--- src/rtl/mc_main_ctrl_pkg.sv ---
// Shared encodings for the multi-cycle MIPS main controller: FSM states,
// ALU control codes, opcodes and datapath mux selects.
package mc_main_ctrl_pkg;

  typedef enum logic [3:0] {
    ST_FETCH,
    ST_DECODE,
    ST_MEM_ADDR,
    ST_MEM_RD,
    ST_MEM_WB,
    ST_MEM_WR,
    ST_EXEC_R,
    ST_R_WB,
    ST_EXEC_I,
    ST_I_WB,
    ST_BRANCH,
    ST_JUMP,
    ST_HALT
  } state_e;

  typedef enum logic [1:0] {
    ALUCTRL_ADD4  = 2'd0,
    ALUCTRL_SUB   = 2'd1,
    ALUCTRL_RTYPE = 2'd2,
    ALUCTRL_OR    = 2'd3
  } aluctrl_e;

  localparam logic [5:0] OP_RTYPE = 6'b000000;
  localparam logic [5:0] OP_LW    = 6'b100011;
  localparam logic [5:0] OP_SW    = 6'b101011;
  localparam logic [5:0] OP_BEQ   = 6'b000100;
  localparam logic [5:0] OP_J     = 6'b000010;
  localparam logic [5:0] OP_ADDI  = 6'b001000;
  localparam logic [5:0] OP_ORI   = 6'b001101;

  localparam logic [1:0] SRCB_B      = 2'd0;
  localparam logic [1:0] SRCB_FOUR   = 2'd1;
  localparam logic [1:0] SRCB_IMM    = 2'd2;
  localparam logic [1:0] SRCB_IMM_SH = 2'd3;

  localparam logic [1:0] PCSRC_ALU    = 2'd0;
  localparam logic [1:0] PCSRC_ALUOUT = 2'd1;
  localparam logic [1:0] PCSRC_JUMP   = 2'd2;

endpackage

--- src/rtl/mc_main_ctrl_if.sv ---
// Controller <-> datapath bus: status inputs to the FSM and all selects/enables.
interface mc_main_ctrl_if;
  logic [5:0] opcode;
  logic       zero;
  logic       mem_ready;
  logic       PCWrite;
  logic       PCWriteCond;
  logic       IorD;
  logic       MemRead;
  logic       MemWrite;
  logic       IRWrite;
  logic       MemtoReg;
  logic       RegDst;
  logic       RegWrite;
  logic       ALUSrcA;
  logic [1:0] ALUSrcB;
  logic [1:0] PCSource;
  logic [1:0] ALUCtrlOp;
  logic       halted;

  modport master (
    input  opcode, zero, mem_ready,
    output PCWrite, PCWriteCond, IorD, MemRead, MemWrite, IRWrite,
           MemtoReg, RegDst, RegWrite, ALUSrcA, ALUSrcB, PCSource,
           ALUCtrlOp, halted
  );

  modport slave (
    output opcode, zero, mem_ready,
    input  PCWrite, PCWriteCond, IorD, MemRead, MemWrite, IRWrite,
           MemtoReg, RegDst, RegWrite, ALUSrcA, ALUSrcB, PCSource,
           ALUCtrlOp, halted
  );
endinterface

--- src/rtl/mc_main_ctrl.sv ---
// Main control FSM of the multi-cycle MIPS core. Moore outputs except the
// FETCH-stage PC/IR loads, which are gated by mem_ready.
module mc_main_ctrl
  import mc_main_ctrl_pkg::*;
(
  input  logic           clk,
  input  logic           rst_n,
  mc_main_ctrl_if.master bus
);

  state_e   state_q, state_d;
  logic     pc_write, pc_write_cond, iord, mem_read, mem_write, ir_write;
  logic     mem_to_reg, reg_dst, reg_write, alu_src_a, halted;
  logic [1:0] alu_src_b, pc_source;
  aluctrl_e alu_op;

  // zero is only consumed by the datapath's conditional PC-load gate.
  logic zero_unused;
  assign zero_unused = bus.zero;

  always_ff @(posedge clk) begin
    if (!rst_n) state_q <= ST_FETCH;
    else        state_q <= state_d;
  end

  always_comb begin
    state_d       = state_q;
    pc_write      = 1'b0;
    pc_write_cond = 1'b0;
    iord          = 1'b0;
    mem_read      = 1'b0;
    mem_write     = 1'b0;
    ir_write      = 1'b0;
    mem_to_reg    = 1'b0;
    reg_dst       = 1'b0;
    reg_write     = 1'b0;
    alu_src_a     = 1'b0;
    halted        = 1'b0;
    alu_src_b     = SRCB_B;
    pc_source     = PCSRC_ALU;
    alu_op        = ALUCTRL_ADD4;
    case (state_q)
      ST_FETCH: begin
        mem_read  = 1'b1;
        alu_src_b = SRCB_FOUR;
        if (bus.mem_ready) begin
          ir_write = 1'b1;
          pc_write = 1'b1;
          state_d  = ST_DECODE;
        end
      end
      ST_DECODE: begin
        alu_src_b = SRCB_IMM_SH;
        case (bus.opcode)
          OP_LW, OP_SW:     state_d = ST_MEM_ADDR;
          OP_RTYPE:         state_d = ST_EXEC_R;
          OP_ADDI, OP_ORI:  state_d = ST_EXEC_I;
          OP_BEQ:           state_d = ST_BRANCH;
          OP_J:             state_d = ST_JUMP;
          default:          state_d = ST_HALT;
        endcase
      end
      ST_MEM_ADDR: begin
        alu_src_a = 1'b1;
        alu_src_b = SRCB_IMM;
        state_d   = (bus.opcode == OP_SW) ? ST_MEM_WR : ST_MEM_RD;
      end
      ST_MEM_RD: begin
        mem_read = 1'b1;
        iord     = 1'b1;
        if (bus.mem_ready) state_d = ST_MEM_WB;
      end
      ST_MEM_WB: begin
        reg_write  = 1'b1;
        mem_to_reg = 1'b1;
        state_d    = ST_FETCH;
      end
      ST_MEM_WR: begin
        mem_write = 1'b1;
        iord      = 1'b1;
        if (bus.mem_ready) state_d = ST_FETCH;
      end
      ST_EXEC_R: begin
        alu_src_a = 1'b1;
        alu_op    = ALUCTRL_RTYPE;
        state_d   = ST_R_WB;
      end
      ST_R_WB: begin
        reg_write = 1'b1;
        reg_dst   = 1'b1;
        state_d   = ST_FETCH;
      end
      ST_EXEC_I: begin
        alu_src_a = 1'b1;
        alu_src_b = SRCB_IMM;
        alu_op    = (bus.opcode == OP_ORI) ? ALUCTRL_OR : ALUCTRL_ADD4;
        state_d   = ST_I_WB;
      end
      ST_I_WB: begin
        reg_write = 1'b1;
        state_d   = ST_FETCH;
      end
      ST_BRANCH: begin
        alu_src_a     = 1'b1;
        alu_op        = ALUCTRL_SUB;
        pc_write_cond = 1'b1;
        pc_source     = PCSRC_ALUOUT;
        state_d       = ST_FETCH;
      end
      ST_JUMP: begin
        pc_write  = 1'b1;
        pc_source = PCSRC_JUMP;
        state_d   = ST_FETCH;
      end
      ST_HALT: halted = 1'b1;
      default: state_d = ST_FETCH;
    endcase
  end

  // Reset masks every output combinationally, so a pending request drops
  // in the very cycle rst_n goes low.
  assign bus.PCWrite     = rst_n & pc_write;
  assign bus.PCWriteCond = rst_n & pc_write_cond;
  assign bus.IorD        = rst_n & iord;
  assign bus.MemRead     = rst_n & mem_read;
  assign bus.MemWrite    = rst_n & mem_write;
  assign bus.IRWrite     = rst_n & ir_write;
  assign bus.MemtoReg    = rst_n & mem_to_reg;
  assign bus.RegDst      = rst_n & reg_dst;
  assign bus.RegWrite    = rst_n & reg_write;
  assign bus.ALUSrcA     = rst_n & alu_src_a;
  assign bus.halted      = rst_n & halted;
  assign bus.ALUSrcB     = rst_n ? alu_src_b : 2'b00;
  assign bus.PCSource    = rst_n ? pc_source : 2'b00;
  assign bus.ALUCtrlOp   = rst_n ? 2'(alu_op) : 2'b00;

endmodule
--- src/flat_wrapper.sv ---
// flat-port wrapper written by rule: the top's interface ports become plain ports
module mc_main_ctrl_flat import mc_main_ctrl_pkg::*;
  (clk, rst_n, bus_opcode, bus_zero, bus_mem_ready, bus_PCWrite, bus_PCWriteCond, bus_IorD, bus_MemRead, bus_MemWrite, bus_IRWrite, bus_MemtoReg, bus_RegDst, bus_RegWrite, bus_ALUSrcA, bus_ALUSrcB, bus_PCSource, bus_ALUCtrlOp, bus_halted);
  mc_main_ctrl_if bus_i ();
  input  logic clk;
  input  logic rst_n;
  input wire logic [$bits(bus_i.opcode)-1:0] bus_opcode;
  input wire logic [$bits(bus_i.zero)-1:0] bus_zero;
  input wire logic [$bits(bus_i.mem_ready)-1:0] bus_mem_ready;
  output wire logic [$bits(bus_i.PCWrite)-1:0] bus_PCWrite;
  output wire logic [$bits(bus_i.PCWriteCond)-1:0] bus_PCWriteCond;
  output wire logic [$bits(bus_i.IorD)-1:0] bus_IorD;
  output wire logic [$bits(bus_i.MemRead)-1:0] bus_MemRead;
  output wire logic [$bits(bus_i.MemWrite)-1:0] bus_MemWrite;
  output wire logic [$bits(bus_i.IRWrite)-1:0] bus_IRWrite;
  output wire logic [$bits(bus_i.MemtoReg)-1:0] bus_MemtoReg;
  output wire logic [$bits(bus_i.RegDst)-1:0] bus_RegDst;
  output wire logic [$bits(bus_i.RegWrite)-1:0] bus_RegWrite;
  output wire logic [$bits(bus_i.ALUSrcA)-1:0] bus_ALUSrcA;
  output wire logic [$bits(bus_i.ALUSrcB)-1:0] bus_ALUSrcB;
  output wire logic [$bits(bus_i.PCSource)-1:0] bus_PCSource;
  output wire logic [$bits(bus_i.ALUCtrlOp)-1:0] bus_ALUCtrlOp;
  output wire logic [$bits(bus_i.halted)-1:0] bus_halted;
  assign bus_i.opcode = bus_opcode;
  assign bus_i.zero = bus_zero;
  assign bus_i.mem_ready = bus_mem_ready;
  assign bus_PCWrite = bus_i.PCWrite;
  assign bus_PCWriteCond = bus_i.PCWriteCond;
  assign bus_IorD = bus_i.IorD;
  assign bus_MemRead = bus_i.MemRead;
  assign bus_MemWrite = bus_i.MemWrite;
  assign bus_IRWrite = bus_i.IRWrite;
  assign bus_MemtoReg = bus_i.MemtoReg;
  assign bus_RegDst = bus_i.RegDst;
  assign bus_RegWrite = bus_i.RegWrite;
  assign bus_ALUSrcA = bus_i.ALUSrcA;
  assign bus_ALUSrcB = bus_i.ALUSrcB;
  assign bus_PCSource = bus_i.PCSource;
  assign bus_ALUCtrlOp = bus_i.ALUCtrlOp;
  assign bus_halted = bus_i.halted;
  mc_main_ctrl u_core (.clk(clk), .rst_n(rst_n), .bus(bus_i));
endmodule
--- config.mk ---
export PLATFORM = sky130hd
export DESIGN_NAME = mc_main_ctrl_flat
export DESIGN_NICKNAME = d
export VERILOG_FILES = /design/src/rtl/mc_main_ctrl_pkg.sv /design/src/rtl/mc_main_ctrl_if.sv /design/src/rtl/mc_main_ctrl.sv /design/src/flat_wrapper.sv
export SDC_FILE = /design/constraint.sdc
export NUM_CORES = 1
export LEC_CHECK = 0
export ABC_AREA = 1
export BUFFER_PORTS_ARGS = -buffer_cell sky130_fd_sc_hd__buf_2
export CAP_MARGIN = 5
export CORE_AREA = 2 2 39 41
export CTS_CLUSTER_SIZE = 28
export DETAILED_ROUTE_END_ITERATION = 16
export DIE_AREA = 0 0 41 43
export PLACE_DENSITY = 0.86
export SLEW_MARGIN = 20
export SYNTH_ARGS = -nofsm -noshare
export SYNTH_HDL_FRONTEND = slang
export SYNTH_SLANG_ARGS = --single-unit
--- constraint.sdc ---
create_clock -name clk -period 3.2 [get_ports clk]
set_input_delay 0.32 -clock clk [delete_from_list [all_inputs] [get_ports clk]]
set_output_delay 0.32 -clock clk [all_outputs]
set_load 0.01 [all_outputs]
Word level (Yosys, flattened, before mapping)
Index checks and enable logic that the tools add are counted.
{"block": "word_totals", "latch_bits": 0, "n_memories": 0, "word_cells": 69, "ramBits": 0, "register_bits": 4, "output_inout_bits": 17, "romBits": 0}
{"block": "classes", "mux": 25, "n_lt_le_gt_ge": 0, "n_eq_ne": 21, "n_bitwise": 12, "n_div": 0, "multipliers": 0, "n_addsub": 0, "n_reduce_logical": 10, "n_shift": 0}
{"op": "4-bit case mux with 8 select lines", "n": 1}
{"op": "4-bit equality test, second input constant", "n": 5}
{"op": "4-bit case mux with 5 select lines", "n": 1}
{"op": "4-bit by 3-bit equality test with 1-bit output, second input constant", "n": 4}
{"op": "6-bit by 4-bit equality test with 1-bit output, second input constant", "n": 2}
{"op": "6-bit equality test, second input constant", "n": 2}
{"op": "4-bit 2-to-1 mux", "n": 3}
{"op": "2-bit case mux with 3 select lines", "n": 2}
{"op": "1-bit bitwise AND", "n": 11}
{"op": "1-bit 2-to-1 mux", "n": 11}
{"op": "2-bit OR reduction", "n": 5}
{"op": "4-bit by 2-bit equality test with 1-bit output, second input constant", "n": 2}
{"op": "2-bit 2-to-1 mux", "n": 4}
{"op": "6-bit by 2-bit equality test with 1-bit output, second input constant", "n": 1}
{"op": "6-bit by 3-bit equality test with 1-bit output, second input constant", "n": 1}
{"op": "6-bit zero test", "n": 1}
{"op": "2-bit inequality test, second input constant", "n": 3}
{"op": "4-bit by 1-bit equality test with 1-bit output, second input constant", "n": 1}
{"op": "4-bit zero test", "n": 1}
{"op": "2-bit case mux with 2 select lines", "n": 1}
{"op": "4-bit AND reduction", "n": 1}
{"op": "4-bit OR reduction", "n": 1}
{"op": "3-bit 2-to-1 mux", "n": 1}
{"op": "3-bit OR reduction", "n": 1}
{"op": "other kinds (2)", "n": 2}

Logic depth before layout (Yosys ltp)
{"block": "depth", "ltp_word": 4, "depth_mapped": 11}

Least setup slack after synthesis
OpenSTA, ideal clock, no wires.
{"block": "synth_path", "path_type": "reg2out", "startpoint": "reg u_core.state_q[0]", "endpoint": "out bus_RegWrite", "path_buffers": 0, "setup_slack_ps": 1670, "stages_incl_launch_ff": 5, "t_arrival_ps": 1210, "required_time_ps": 2880, "cell_sequence": "dfxtp_1 nand2_1 nor4_1 nor2_1 o21ai_0"}
{"block": "synth_between", "elab_chain_cells": 4, "word_cells_on_any_way": 6}
{"item": "start: declaration", "line": "mc_main_ctrl.sv:11", "text": "state_e state_q, state_d;"}
{"item": "start signal: assignment", "line": "mc_main_ctrl.sv:23", "text": "else state_q <= state_d;"}
{"item": "4-bit by 3-bit equality test with 1-bit output or 4-bit equality test (tied branches)", "line": "mc_main_ctrl.sv:42", "text": "case (state_q)"}
{"item": "3-bit OR reduction (no line) *"}
{"item": "1-bit 2-to-1 mux *", "line": "mc_main_ctrl.sv:42"}
{"item": "1-bit bitwise AND *", "line": "mc_main_ctrl.sv:130", "text": "assign bus.RegWrite = rst_n & reg_write;"}
{"item": "end: declaration", "line": "flat_wrapper.sv:18", "text": "output wire logic [$bits(bus_i.RegWrite)-1:0] bus_RegWrite;"}
Mark *: on every way between the ends. The rest lies on a longest branch, timed or not.

Worst setup path after layout
{"block": "layout_path", "startpoint": "reg u_core.state_q[3]", "endpoint": "out bus_ALUCtrlOp[0]"}
{"block": "layout_between", "elab_chain_cells": 3, "word_cells_on_any_way": 5}
{"item": "4-bit equality test or 4-bit by 3-bit equality test with 1-bit output (tied branches)", "line": "mc_main_ctrl.sv:42"}
{"item": "2-bit case mux with 3 select lines *", "line": "mc_main_ctrl.sv:42"}
{"item": "2-bit 2-to-1 mux *", "line": "mc_main_ctrl.sv:135", "text": "assign bus.ALUCtrlOp = rst_n ? 2'(alu_op) : 2'b00;"}
{"item": "end: declaration", "line": "flat_wrapper.sv:22", "text": "output wire logic [$bits(bus_i.ALUCtrlOp)-1:0] bus_ALUCtrlOp;"}
Marks and branches as above.

==> impl_metrics.toml <==
[logic_synthesis]
yosys_warnings = 0
synth_fp_nets = 121
ys_seq_area_frac = 0.1382
avgSynthCellArea_um2 = 5.219
ys_seq_elements = 4
synth_area_um2 = 579.3
postSynthCellCount = 111
yosysUniqueCellTypes = 22

[finish]
syn2layout_area_growth_pct = 27.00
top_register = "u_core.state_q"
final_nets = 149
mostFrequentLayoutCells = "nor2_1 (26), buf_2 (25), nand2_1 (21), inv_1 (18)"
drive_above_1_share = 0.3212
fillers = 164
regArea_um2 = 80.08
final_common_cell = "nor2_1"
largest_reg_flops = 4
stdcell_area_um2 = 735.7
diodes = 0
reg_top3 = "u_core.state_q x4"
multi_input_area_um2 = 401.6

[power]
leakagePower_nw = 0.4246
finalPower_uw = 429.1
p_per_area_nw_per_um2 = 583.3
peakVddDrop_v = 0.0002393

[cts]
cts_inserted_buffers = 3
cts_setup_buffers = 0
clkLatencyLatePin_ns = 0.25
post_cts_resize_count = 0
cts_root_buf = "clkbuf_4"
ctsHtreeMaxLevel = 1
clkSinkCount = 4
path_clk_slew_ns = 0.04
cts_buffer_depth = 2
cts_tree = "built"
holdBufCountCts = 0

[setup_path]
critical_path.top_delay_family = "simple AND/OR/NAND/NOR gates"
ff2ff_path_depth = 7
path_common_cell = "nor2_1"
cp_max_fo = 5
cp-start-kind = "flop"
critPathMaxStageDelay_ns = 0.38
cp_data_arrival_time_ns = 1.52
worstPathCellList = "inv_1, nor2_1, nand2_1, nor2_1, a21oi_1, nor2_1, buf_2"
crit_type = "flop to output pin"
ff2ff_setup_slack_ns = 1.82
crit_path_end_kind = "output pin"
regToRegEndpoint = "u_core.state_q[2]"
cp.buffers_inverters = 2
critPathRequiredTime_ns = 2.88
cp_slowest_cell = "dfxtp_1"
r2r-start = "u_core.state_q[0]"
startpoint = "u_core.state_q[3]"

[die]
die-width_um = 41
die_area_um2 = 1763
start_util = 0.4186
die_h_um = 43
core-area_um2 = 1384
rows = 14
io_pins = 27

[sta]
min_period_ns = 1.838
min_period_over_period = 0.5744
slew_headroom = 0.6917
final_max_slew_viol_count = 0
fin_setup_tns_ns = 0
setup_viol = 0
hold_viol_final = 0
rsz0062_at_grt = "no"
tightest_slew_ns = 0.4620
timing.fmax_mhz = 544.0
skew_ns = 0.009695
hold_slack_ns = 0.3256

[global_routing]
gr-total-overflow = 0
grt_pass1_vias = 612
antenna_found_initial = 0
grt_use_total = 0.2028
grt_pass1_wl_um = 2401
grt_max_degree = 16

[hold_path]
hold_depth = 3
holdPathEnd = "u_core.state_q[1]"
worstHoldStart = "rst_n"
hp-class = "input pin to flop"

[route]
firstDrtPassIters = 4
drtIter0Drc = 14
wl_per_cell_um = 9.895
routed_via_density = 4.817
ant_nets = 0
drt_wl_total_um = 1514
drcViolationCount = 0
vias = 737

[flow_run]
max_cap_viol_count = 0

[status]
status = "finished clean"

[place]
gp_congestion = 0.8635
post_dp_cell_area_um2 = 713.2
dpl.hpwl_um = 1228
port_buffers = 25
[synth_stat cells, drive strengths merged]
| cell | n | area (µm²) |
|---|---|---|
| nor2 | 32 | 145.1 |
| inv | 23 | 86.33 |
| nand2 | 22 | 90.09 |
| nor3 | 6 | 35.03 |
| o21ai | 6 | 30.02 |
| a21oi | 5 | 36.29 |
| nand3 | 5 | 25.02 |
| dfxtp | 4 | 80.08 |
| buf | 2 | 11.26 |
| nor4 | 2 | 12.51 |
| a31oi | 1 | 6.260 |
| nand4 | 1 | 6.260 |
| o221ai | 1 | 8.760 |
| o22ai | 1 | 6.260 |
[worst reg2reg max path, cell delays in order (launching register included)]
cell,delay [ns]
dfxtp_1,0.45
nand2_1,0.17
nor2_2,0.20
nor2_2,0.08
a21oi_2,0.14
nor2_1,0.07
nand2_1,0.10
a21oi_2,0.05
[final cells by class]
cell class | instances | share of cell area
flip-flops and latches | 4 | 0.1088
clock buffers | 3 | 0.03061
well taps | 16 | 0.02721
multi-input cells | 82 | 0.5459
repair buffers | 25 | 0.1701
inverters | 23 | 0.1173
[worst max-delay path by stage]
stage                        to  slack (ns)  cells after the start
2_1_floorplan      bus_RegWrite        1.67                      4
3_3_place_gp       bus_RegWrite        1.58                      6
3_5_place_dp       bus_RegWrite        1.55                      6
4_1_cts        bus_ALUCtrlOp[0]        1.35                      7
5_1_grt        bus_ALUCtrlOp[0]        1.19                      7
6_report       bus_ALUCtrlOp[0]        1.36                      7
[logic make-up after synthesis]
| logic type | share of synthesized area |
|---|---|
| AOI/OAI and AO/OA | 0.1512 |
| buffers and inverters | 0.1685 |
| DFF | 0.1382 |
| and+or+nand+nor | 0.5421 |
[routing by layer]
metal,track usage,share of wire,vias up
met4,0.1200,0.020,0
met2,0.3469,0.49,24
li1,-,-,402
met1,0.2090,0.44,308
met5,0,0,-
met3,0.04188,0.056,3
[report_power, final]
part | total, mW | switching (mW) | internal [mW] | leakage, nW
Clock | 0.0673 | 0.0251 | 0.0422 | 0.0138
Sequential | 0.0850 | 0.0198 | 0.0652 | 0.0328
Combinational | 0.277 | 0.183 | 0.0941 | 0.378
[through the flow]
| stage | std cells | setup WS (ns) | utilization |
|---|---|---|---|
| after floorplan | 111 | 1.670 | - |
| after global placement | 150 | 1.581 | 0.5154 |
| after detailed placement | 150 | 1.548 | 0.5154 |
| after CTS | 153 | 1.349 | 0.5316 |
| after global routing | 153 | 1.193 | 0.5316 |
| final | 153 | 1.362 | 0.5316 |
(Power assumes the default switching activity.)
